### config.mk
export PLATFORM = sky130hd
export DESIGN_NAME = fifo_ctrl
export DESIGN_NICKNAME = d
export VERILOG_FILES = /design/src/rtl/fifo_pkg.sv /design/src/rtl/fifo_ptr.sv /design/src/rtl/fifo_ctrl.sv
export SDC_FILE = /design/constraint.sdc
export NUM_CORES = 1
export LEC_CHECK = 0
export BUFFER_PORTS_ARGS = -buffer_cell sky130_fd_sc_hd__buf_2
export CORE_AREA = 4 4 41 43
export CTS_BUF_LIST = sky130_fd_sc_hd__clkbuf_4
export CTS_CLUSTER_DIAMETER = 100
export DETAILED_ROUTE_END_ITERATION = 16
export DIE_AREA = 0 0 45 47
export HOLD_SLACK_MARGIN = 0.15
export PLACE_DENSITY_LB_ADDON = 0.1
export SYNTH_ARGS = -nofsm -noshare
export SYNTH_HDL_FRONTEND = slang
export SYNTH_SLANG_ARGS = --single-unit
### constraint.sdc
create_clock -name clk -period 1.9 [get_ports clk]
set_input_delay 0.095 -clock clk [delete_from_list [all_inputs] [get_ports clk]]
set_output_delay 0.095 -clock clk [all_outputs]
set_load 0.05 [all_outputs]
### src/rtl/fifo_pkg.sv
// Shared types and helpers for the UART FIFO pointer/flag controller.
package fifo_pkg;

    localparam int FIFO_ADDR_WIDTH = 2;

    // Encoding matches the {push_ok, pop_ok} selector used by the controller.
    typedef enum logic [1:0] {
        NOP      = 2'b00,
        POP      = 2'b01,
        PUSH     = 2'b10,
        PUSH_POP = 2'b11
    } fifo_op_t;

    function automatic int clog2(input int value);
        int result;
        result = 0;
        for (int i = 0; i < 31; i++) begin
            if ((1 << i) < value) result = i + 1;
        end
        return result;
    endfunction

endpackage

### src/rtl/fifo_ptr.sv
// Wrapping ADDR_WIDTH-bit FIFO pointer with increment enable and a
// combinational successor output used by the full/empty look-ahead.
module fifo_ptr
    import fifo_pkg::*;
#(
    parameter int WIDTH = FIFO_ADDR_WIDTH
) (
    input  logic             clk,
    input  logic             reset,
    input  logic             i_inc,
    output logic [WIDTH-1:0] o_ptr,
    output logic [WIDTH-1:0] o_succ
);

    logic [WIDTH-1:0] r_ptr;
    logic [WIDTH-1:0] w_succ;

    // Power-of-two depth: the natural binary wrap is the modulo.
    assign w_succ = r_ptr + WIDTH'(1);

    // NOTE: sequential state uses non-blocking assignments so every flop
    // samples the pre-edge value of its inputs, independent of block order.
    always_ff @(posedge clk or posedge reset) begin
        if (reset) begin
            r_ptr <= '0;
        end else if (i_inc) begin
            r_ptr <= w_succ;
        end
    end

    assign o_ptr  = r_ptr;
    assign o_succ = w_succ;

endmodule

### src/rtl/fifo_ctrl.sv
// Pointer/flag controller for the UART TX/RX FIFOs (first-word-fall-through).
// Optional feature macro FIFO_CTRL_THRESH_EN: registered almost_full/almost_empty thresholds.
module fifo_ctrl
    import fifo_pkg::*;
#(
    parameter int ADDR_WIDTH = FIFO_ADDR_WIDTH,
    parameter int AF_LEVEL   = 2**ADDR_WIDTH - 1,
    parameter int AE_LEVEL   = 1
) (
    input  logic                  clk,
    input  logic                  reset,
    input  logic                  wr,
    input  logic                  rd,
    input  logic                  clr_err,
    output logic                  wr_en,
    output logic [ADDR_WIDTH-1:0] w_addr,
    output logic [ADDR_WIDTH-1:0] r_addr,
    output logic                  full,
    output logic                  empty,
    output logic [ADDR_WIDTH:0]   count,
    output logic                  almost_full,
    output logic                  almost_empty,
    output logic                  overflow,
    output logic                  underflow
);

    localparam int DEPTH = 2**ADDR_WIDTH;

    if (clog2(DEPTH + 1) != ADDR_WIDTH + 1 || AF_LEVEL > DEPTH || AE_LEVEL > DEPTH) begin : g_param_check
        $error("fifo_ctrl: inconsistent ADDR_WIDTH / threshold parameters");
    end

    logic                  w_push_ok;
    logic                  w_pop_ok;
    fifo_op_t              w_op;
    logic [ADDR_WIDTH-1:0] w_wptr;
    logic [ADDR_WIDTH-1:0] w_rptr;
    logic [ADDR_WIDTH-1:0] w_wptr_succ;
    logic [ADDR_WIDTH-1:0] w_rptr_succ;

    logic [ADDR_WIDTH:0]   r_count;
    logic                  r_full;
    logic                  r_empty;
    logic                  r_overflow;
    logic                  r_underflow;

    logic [ADDR_WIDTH:0]   w_count_nxt;
    logic                  w_full_nxt;
    logic                  w_empty_nxt;
    logic                  w_ovf_set;
    logic                  w_unf_set;

    // A write into a full FIFO is still legal when the head leaves on the same edge.
    assign w_push_ok = wr & (~r_full | rd);
    assign w_pop_ok  = rd & ~r_empty;
    assign w_op      = fifo_op_t'({w_push_ok, w_pop_ok});

    assign w_ovf_set = wr & r_full & ~rd;
    assign w_unf_set = rd & r_empty;

    fifo_ptr #(.WIDTH(ADDR_WIDTH)) u_wptr (
        .clk    (clk),
        .reset  (reset),
        .i_inc  (w_push_ok),
        .o_ptr  (w_wptr),
        .o_succ (w_wptr_succ)
    );

    fifo_ptr #(.WIDTH(ADDR_WIDTH)) u_rptr (
        .clk    (clk),
        .reset  (reset),
        .i_inc  (w_pop_ok),
        .o_ptr  (w_rptr),
        .o_succ (w_rptr_succ)
    );

    // NOTE: every combinational output gets a default before the case so no
    // path through the block leaves it unassigned (no latch inference).
    always_comb begin
        w_count_nxt = r_count;
        w_full_nxt  = r_full;
        w_empty_nxt = r_empty;
        case (w_op)
            NOP:      ;
            PUSH: begin
                w_count_nxt = r_count + (ADDR_WIDTH+1)'(1);
                w_empty_nxt = 1'b0;
                w_full_nxt  = (w_wptr_succ == w_rptr);
            end
            POP: begin
                w_count_nxt = r_count - (ADDR_WIDTH+1)'(1);
                w_full_nxt  = 1'b0;
                w_empty_nxt = (w_rptr_succ == w_wptr);
            end
            PUSH_POP: ;
        endcase
    end

    // NOTE: only control state is reset; the storage array needs no clear
    // because empty/count already mark every entry as invalid.
    always_ff @(posedge clk or posedge reset) begin
        if (reset) begin
            r_count     <= '0;
            r_full      <= 1'b0;
            r_empty     <= 1'b1;
            r_overflow  <= 1'b0;
            r_underflow <= 1'b0;
        end else begin
            r_count     <= w_count_nxt;
            r_full      <= w_full_nxt;
            r_empty     <= w_empty_nxt;
            // Set has priority over a coincident clear.
            r_overflow  <= w_ovf_set | (r_overflow & ~clr_err);
            r_underflow <= w_unf_set | (r_underflow & ~clr_err);
        end
    end

`ifdef FIFO_CTRL_THRESH_EN
    localparam logic [ADDR_WIDTH:0] AF_CNT = (ADDR_WIDTH+1)'(AF_LEVEL);
    localparam logic [ADDR_WIDTH:0] AE_CNT = (ADDR_WIDTH+1)'(AE_LEVEL);

    logic r_almost_full;
    logic r_almost_empty;

    // Computed from next-count so the thresholds move on the same edge as count.
    always_ff @(posedge clk or posedge reset) begin
        if (reset) begin
            r_almost_full  <= 1'b0;
            r_almost_empty <= 1'b1;
        end else begin
            r_almost_full  <= (w_count_nxt >= AF_CNT);
            r_almost_empty <= (w_count_nxt <= AE_CNT);
        end
    end

    assign almost_full  = r_almost_full;
    assign almost_empty = r_almost_empty;
`else
    assign almost_full  = r_full;
    assign almost_empty = r_empty;
`endif

    assign wr_en     = w_push_ok;
    assign w_addr    = w_wptr;
    assign r_addr    = w_rptr;
    assign full      = r_full;
    assign empty     = r_empty;
    assign count     = r_count;
    assign overflow  = r_overflow;
    assign underflow = r_underflow;

endmodule

# After elaboration in Yosys (flattened, before gate mapping)
# Index checks and enable logic that the tools add are counted.
[word_totals] input_bits=5 output_inout_bits=14 reg_bits=11
[classes] n_mux=3 n_addsub=4 reduce_logical=1 bitwise_logic=14 eq_ne=4
[ops] operator="1-bit bitwise AND" count=7
[ops] operator="3-bit case mux with 2 select lines" count=1
[ops] operator="2-bit by 1-bit adder with 2-bit output (second input constant)" count=2
[ops] operator="2-bit == test" count=2
[ops] operator="1-bit inverter" count=4
[ops] operator="1-bit case mux with 2 select lines" count=2
[ops] operator="3-bit by 1-bit adder with 3-bit output (second input constant)" count=1
[ops] operator="1-bit OR" count=3
[ops] operator="3-bit by 1-bit subtractor with 3-bit output (second input constant)" count=1
[ops] operator="2-bit by 1-bit == test with 1-bit output (second input constant)" count=1
[ops] operator="2-bit == test (second input constant)" count=1
[ops] operator="2-bit nonzero test" count=1

# Logic depth before layout (Yosys ltp)
[logic_depth] word_depth=5 mapped_depth=8 mapped_depth_nobuf=8

# By module
# From an unflattened synthesis, not the netlist that was laid out.
[hier_totals] cells_unflattened=55 hier_area_um2=585.6
[modules_own_cells] mod="fifo_ctrl" instances=1 cells_each=39 area_each_um2=410.4
[modules_own_cells] mod="fifo_ptr" instances=2 cells_each=8 area_each_um2=87.6

# Least setup slack after synthesis
# OpenSTA, ideal clock, no wires.
[synth_path] path_kind="register to register" start="register r_full, in the netlist almost_full" end="register r_count[2], in the netlist count[2]" n_path_buf=0 stages_incl_launch_ff=9 path_slack_ps=-106 arrival_time_ps=1866 cell_sequence="dfrtp_1 nand2b_1 nand2_1 ha_1 xor2_1 ha_1 nor4b_1 nor2_1 xnor2_1"
[synth_between] elab_chain_cells=5
[synth_lines] item="start: declaration" line="fifo_ctrl.sv:42" rtl="logic r_full;"
[synth_lines] item="start signal: assignment" line="fifo_ctrl.sv:110" rtl="r_full <= w_full_nxt;"
[synth_lines] item="1-bit inverter *" line="fifo_ctrl.sv:54" rtl="assign w_push_ok = wr & (~r_full | rd);"
[synth_lines] item="1-bit OR *" line="fifo_ctrl.sv:54"
[synth_lines] item="1-bit bitwise AND *" line="fifo_ctrl.sv:54"
[synth_lines] item="2-bit by 1-bit == test with 1-bit output or 2-bit == test (tied branches)" line="fifo_ctrl.sv:83" rtl="case (w_op)"
[synth_lines] item="3-bit case mux with 2 select lines or 2-bit nonzero test (tied branches)"
[synth_lines] item="end signal: assignment" line="fifo_ctrl.sv:109" rtl="r_count <= w_count_nxt;"
[synth_lines] item="end: declaration" line="fifo_ctrl.sv:41" rtl="logic [ADDR_WIDTH:0] r_count;"
# Every way passes the cells marked *; elsewhere a longest branch is shown, timed or not.
# A chain may end at the register's enable or synchronous reset.

# Worst setup path in the final report
[layout_path] start="register r_empty, in the netlist almost_empty" end="register r_count[2], in the netlist count[2]"
[layout_between] elab_chain_cells=4
[layout_lines] item="start: declaration" line="fifo_ctrl.sv:43" rtl="logic r_empty;"
[layout_lines] item="start signal: assignment" line="fifo_ctrl.sv:111" rtl="r_empty <= w_empty_nxt;"
[layout_lines] item="1-bit inverter *" line="fifo_ctrl.sv:55" rtl="assign w_pop_ok = rd & ~r_empty;"
[layout_lines] item="1-bit bitwise AND *" line="fifo_ctrl.sv:55"
[layout_lines] item="via u_rptr.i_inc" line="fifo_ptr.sv:10" rtl="input logic i_inc,"
[layout_lines] item="2-bit by 1-bit == test with 1-bit output or 2-bit == test (tied branches)" line="fifo_ctrl.sv:83"
[layout_lines] item="3-bit case mux with 2 select lines or 2-bit nonzero test (tied branches)"
# The timed path passes the listed nets; every way through them passes the cells marked *.

==> reports/metrics.yaml <==
yosys:
  syn-instance-count: 51
  syn_area_per_cell_um2: 11.1
  postSynthNetCount: 59
  netlist_area_um2: 566
  synthesized_flop_and_latch_total: 11
  synth_sequential_area_ratio: 0.489
  synth.distinct_cells: 21
  synth-warning-count: 0
global_routing:
  grt_max_degree: 12
  grt_antenna_before_repair: 0
  global_route_wire_length_before_repair_mm: 1.64
  grt_pass1_vias: 396
  grt_util_all_layers: 0.109
  globalRouteOverflowTotal: 0
critical_path:
  timing.reg2reg.setup_slack_ns: 0.12
  critical_path.reg2reg.endpoint: "count[2]"
  worst_r2r_path_depth: 7
  end_kind: "register"
  worstReg2RegStart: "almost_empty"
  worst_ep_required_time_ns: 2.05
  maximum_fanout_along_the_worst_path: 5
  timing_worst_setup_path_type: "reg -> reg"
  critical_path_arrival_ns: 1.92
  start_kind: "register"
hold_path:
  worst_hold_path.num_cells: 3
  hold_start: "rd"
  worstHoldPathType: "in -> reg"
  holdPathEnd: "u_rptr.o_ptr[0]"
sta:
  finalSetupViolCount: 0
  slew_headroom: 0.712
  fin_hold_ws_ns: 0.237
  finalWorstSetupSlack_ns: 0.121
  final.setup_skew_ns: 0.00295
  achievable-frequency_mhz: 562
  tns_ns: 0
  timing.final.crit_period_ns: 1.78
  min_period_over_period: 0.936
  tightestPinTransition_ns: 0.432
  grt_setup_unrepaired: "false"
  finalMaxSlewViolations: 0
  hold_violations_final: 0
drt:
  ant_nets: 0
  finalWirelength_mm: 1.07
  route.vias.total: 421
  detailedRoute.firstIterationViolations: 1
  route.detailed.vias_per_inst: 4.58
  drt_first_pass_iters: 2
  wire_per_inst_um: 11.6
  drt_drc_violations_left: 0
cells_and_area:
  fin_nets: 86
  post_route_cells_drive_above_1_share: 0.416
  area_delta_synth_final_pct: 36.3
  antenna_diode_count: 0
  layout.filler_cells: 122
clocking:
  cts.root.buffer_cell: "clkbuf_4"
  cts_tree: "built"
  htree_levels: 1
  tritoncts.num_buffers: 3
  insertion_delay_ns: 0.26
  cts_sinks: 11
  worst_setup_hold_path_clk_slew_ns: 0.07
  postCtsSetupBuffers: 0
  clockBufferDepth: 2
floorplanning:
  die_area_mm2: 0.00212
  boundaryPins: 19
  initial_core_utilization: 0.435
  floorplan.die.height_um: 47
  num_rows: 13
  core_region_area_mm2: 0.00130
  die_span_x_um: 45
placed_design:
  dpl.hpwl_um: 762
  place.port_buffers: 18
  pre_cts_setup_slack_ns: 0.0704
  gpl.final_weighted_congestion: 0.630
outcome:
  status: "complete, no violations"
job:
  max_cap_violations: 0
==> routing by layer <==
layer	share of wire	track usage	vias to the layer above
li1	-	-	213
met1	0.42	0.144	196
met2	0.50	0.178	12
met3	0.072	0.0230	0
met4	0	0.0351	0
met5	0	0	-
==> area by class of cell <==
type	count	area, µm²	share of cell area
multi-input cells	32	267	0.346
clock buffers	4	30.0	0.0390
inverters	5	18.8	0.0244
repair buffers	25	155	0.201
well taps	15	18.8	0.0244
flip-flops and latches	11	282	0.365
==> metrics by stage <==
step                      std cells  utilization  cell area (µm²)
final                            92        0.592              771
after global routing             92        0.592              771
after CTS                        92        0.586              762
after detailed placement         83        0.524              682
after global placement           83        0.524              682
after floorplan                  51            -              578
==> logic make-up after synthesis <==
family / count (synthesis) / synth area share
buffers and inverters: 8 / 0.0686
adder cells (fa/ha/maj): 3 / 0.0664
multiplexers: 3 / 0.0553
flip-flops: 11 / 0.489
AND/OR/NAND/NOR: 14 / 0.133
XOR/XNOR: 8 / 0.137
AO/OA/AOI/OAI: 4 / 0.0509
==> Yosys cell counts <==
cell type  count  share of area
nand2b_1       2          0.022
nor4b_1        1          0.015
nand3_1        1         0.0088
o31ai_2        1          0.022
inv_1          5          0.033
o21ai_0        2          0.018
xnor2_1        5          0.077
ha_1           3          0.066
nand2_1        5          0.033
buf_4          2          0.027
dfrtp_1       10           0.44
mux2_2         1          0.020
xor2_1         2          0.031
mux2i_1        2          0.035
nor3b_1        1          0.013
nor2b_1        3          0.033
o22ai_1        1          0.011
xor2_2         1          0.029
nor2_1         1         0.0066
dfstp_2        1          0.046
buf_2          1         0.0088
==> what timing repair did <==
action | in CTS | in global routing
hold buffers | 5 | 0
resized for setup | 0 | 2
setup endpoints to repair | 0 | 1
endpoints found under the hold margin | 13 | 0
==> state kept, by name (all words and copies together) (netlist names) <==
register and count:
underflow 1, u_wptr.o_ptr 2, overflow 1, almost_empty 1, almost_full 1, count 3, u_rptr.o_ptr 2
==> worst max-delay path by stage <==
| stage | from | to | slack [ns] | depth (start not counted) |
|---|---|---|---|---|
| floorplan | almost_full | count[2] | 0.003 | 8 |
| global placement | almost_empty | count[2] | 0.11 | 7 |
| detailed placement | almost_full | count[2] | 0.07 | 8 |
| CTS | almost_empty | count[2] | 0.05 | 7 |
| global route | almost_full | count[2] | 0.03 | 8 |
| finish | almost_empty | count[2] | 0.12 | 7 |
==> worst max-delay path, stage by stage, from the launching register on <==
cell and delay (ns):
dfstp_4 0.65, nor2b_4 0.06, ha_1 0.20, xor2_1 0.15, ha_1 0.20, nor4b_2 0.22, nor2_1 0.08, xnor2_1 0.12
==> cells in the final DEF (no fill, tap or decap) <==
master         netlist  routed
mux2i_1              2       2
dfrtp_2              0       1
buf_4                2       2
ha_1                 3       3
inv_1                5       5
nor2b_1              3       2
o21ai_0              2       2
nand3_1              1       1
clkbuf_4             0       4
dlygate4sd3_1        0       5
o31ai_2              1       1
nand2_1              5       4
buf_2                1      18
nor4b_2              0       1
xor2_1               2       2
nor3b_1              1       1
xnor2_1              5       5
nor2b_4              0       1
nand2b_1             2       2
xor2_2               1       1
o22ai_1              1       1
dfstp_4              0       1
nor2_1               1       1
dfrtp_1             10       9
nand2_2              0       1
mux2_2               1       1
Power is left out: the tool's default activity adds up to more than one toggle a clock period on the data nets, which glitch-free logic cannot reach.
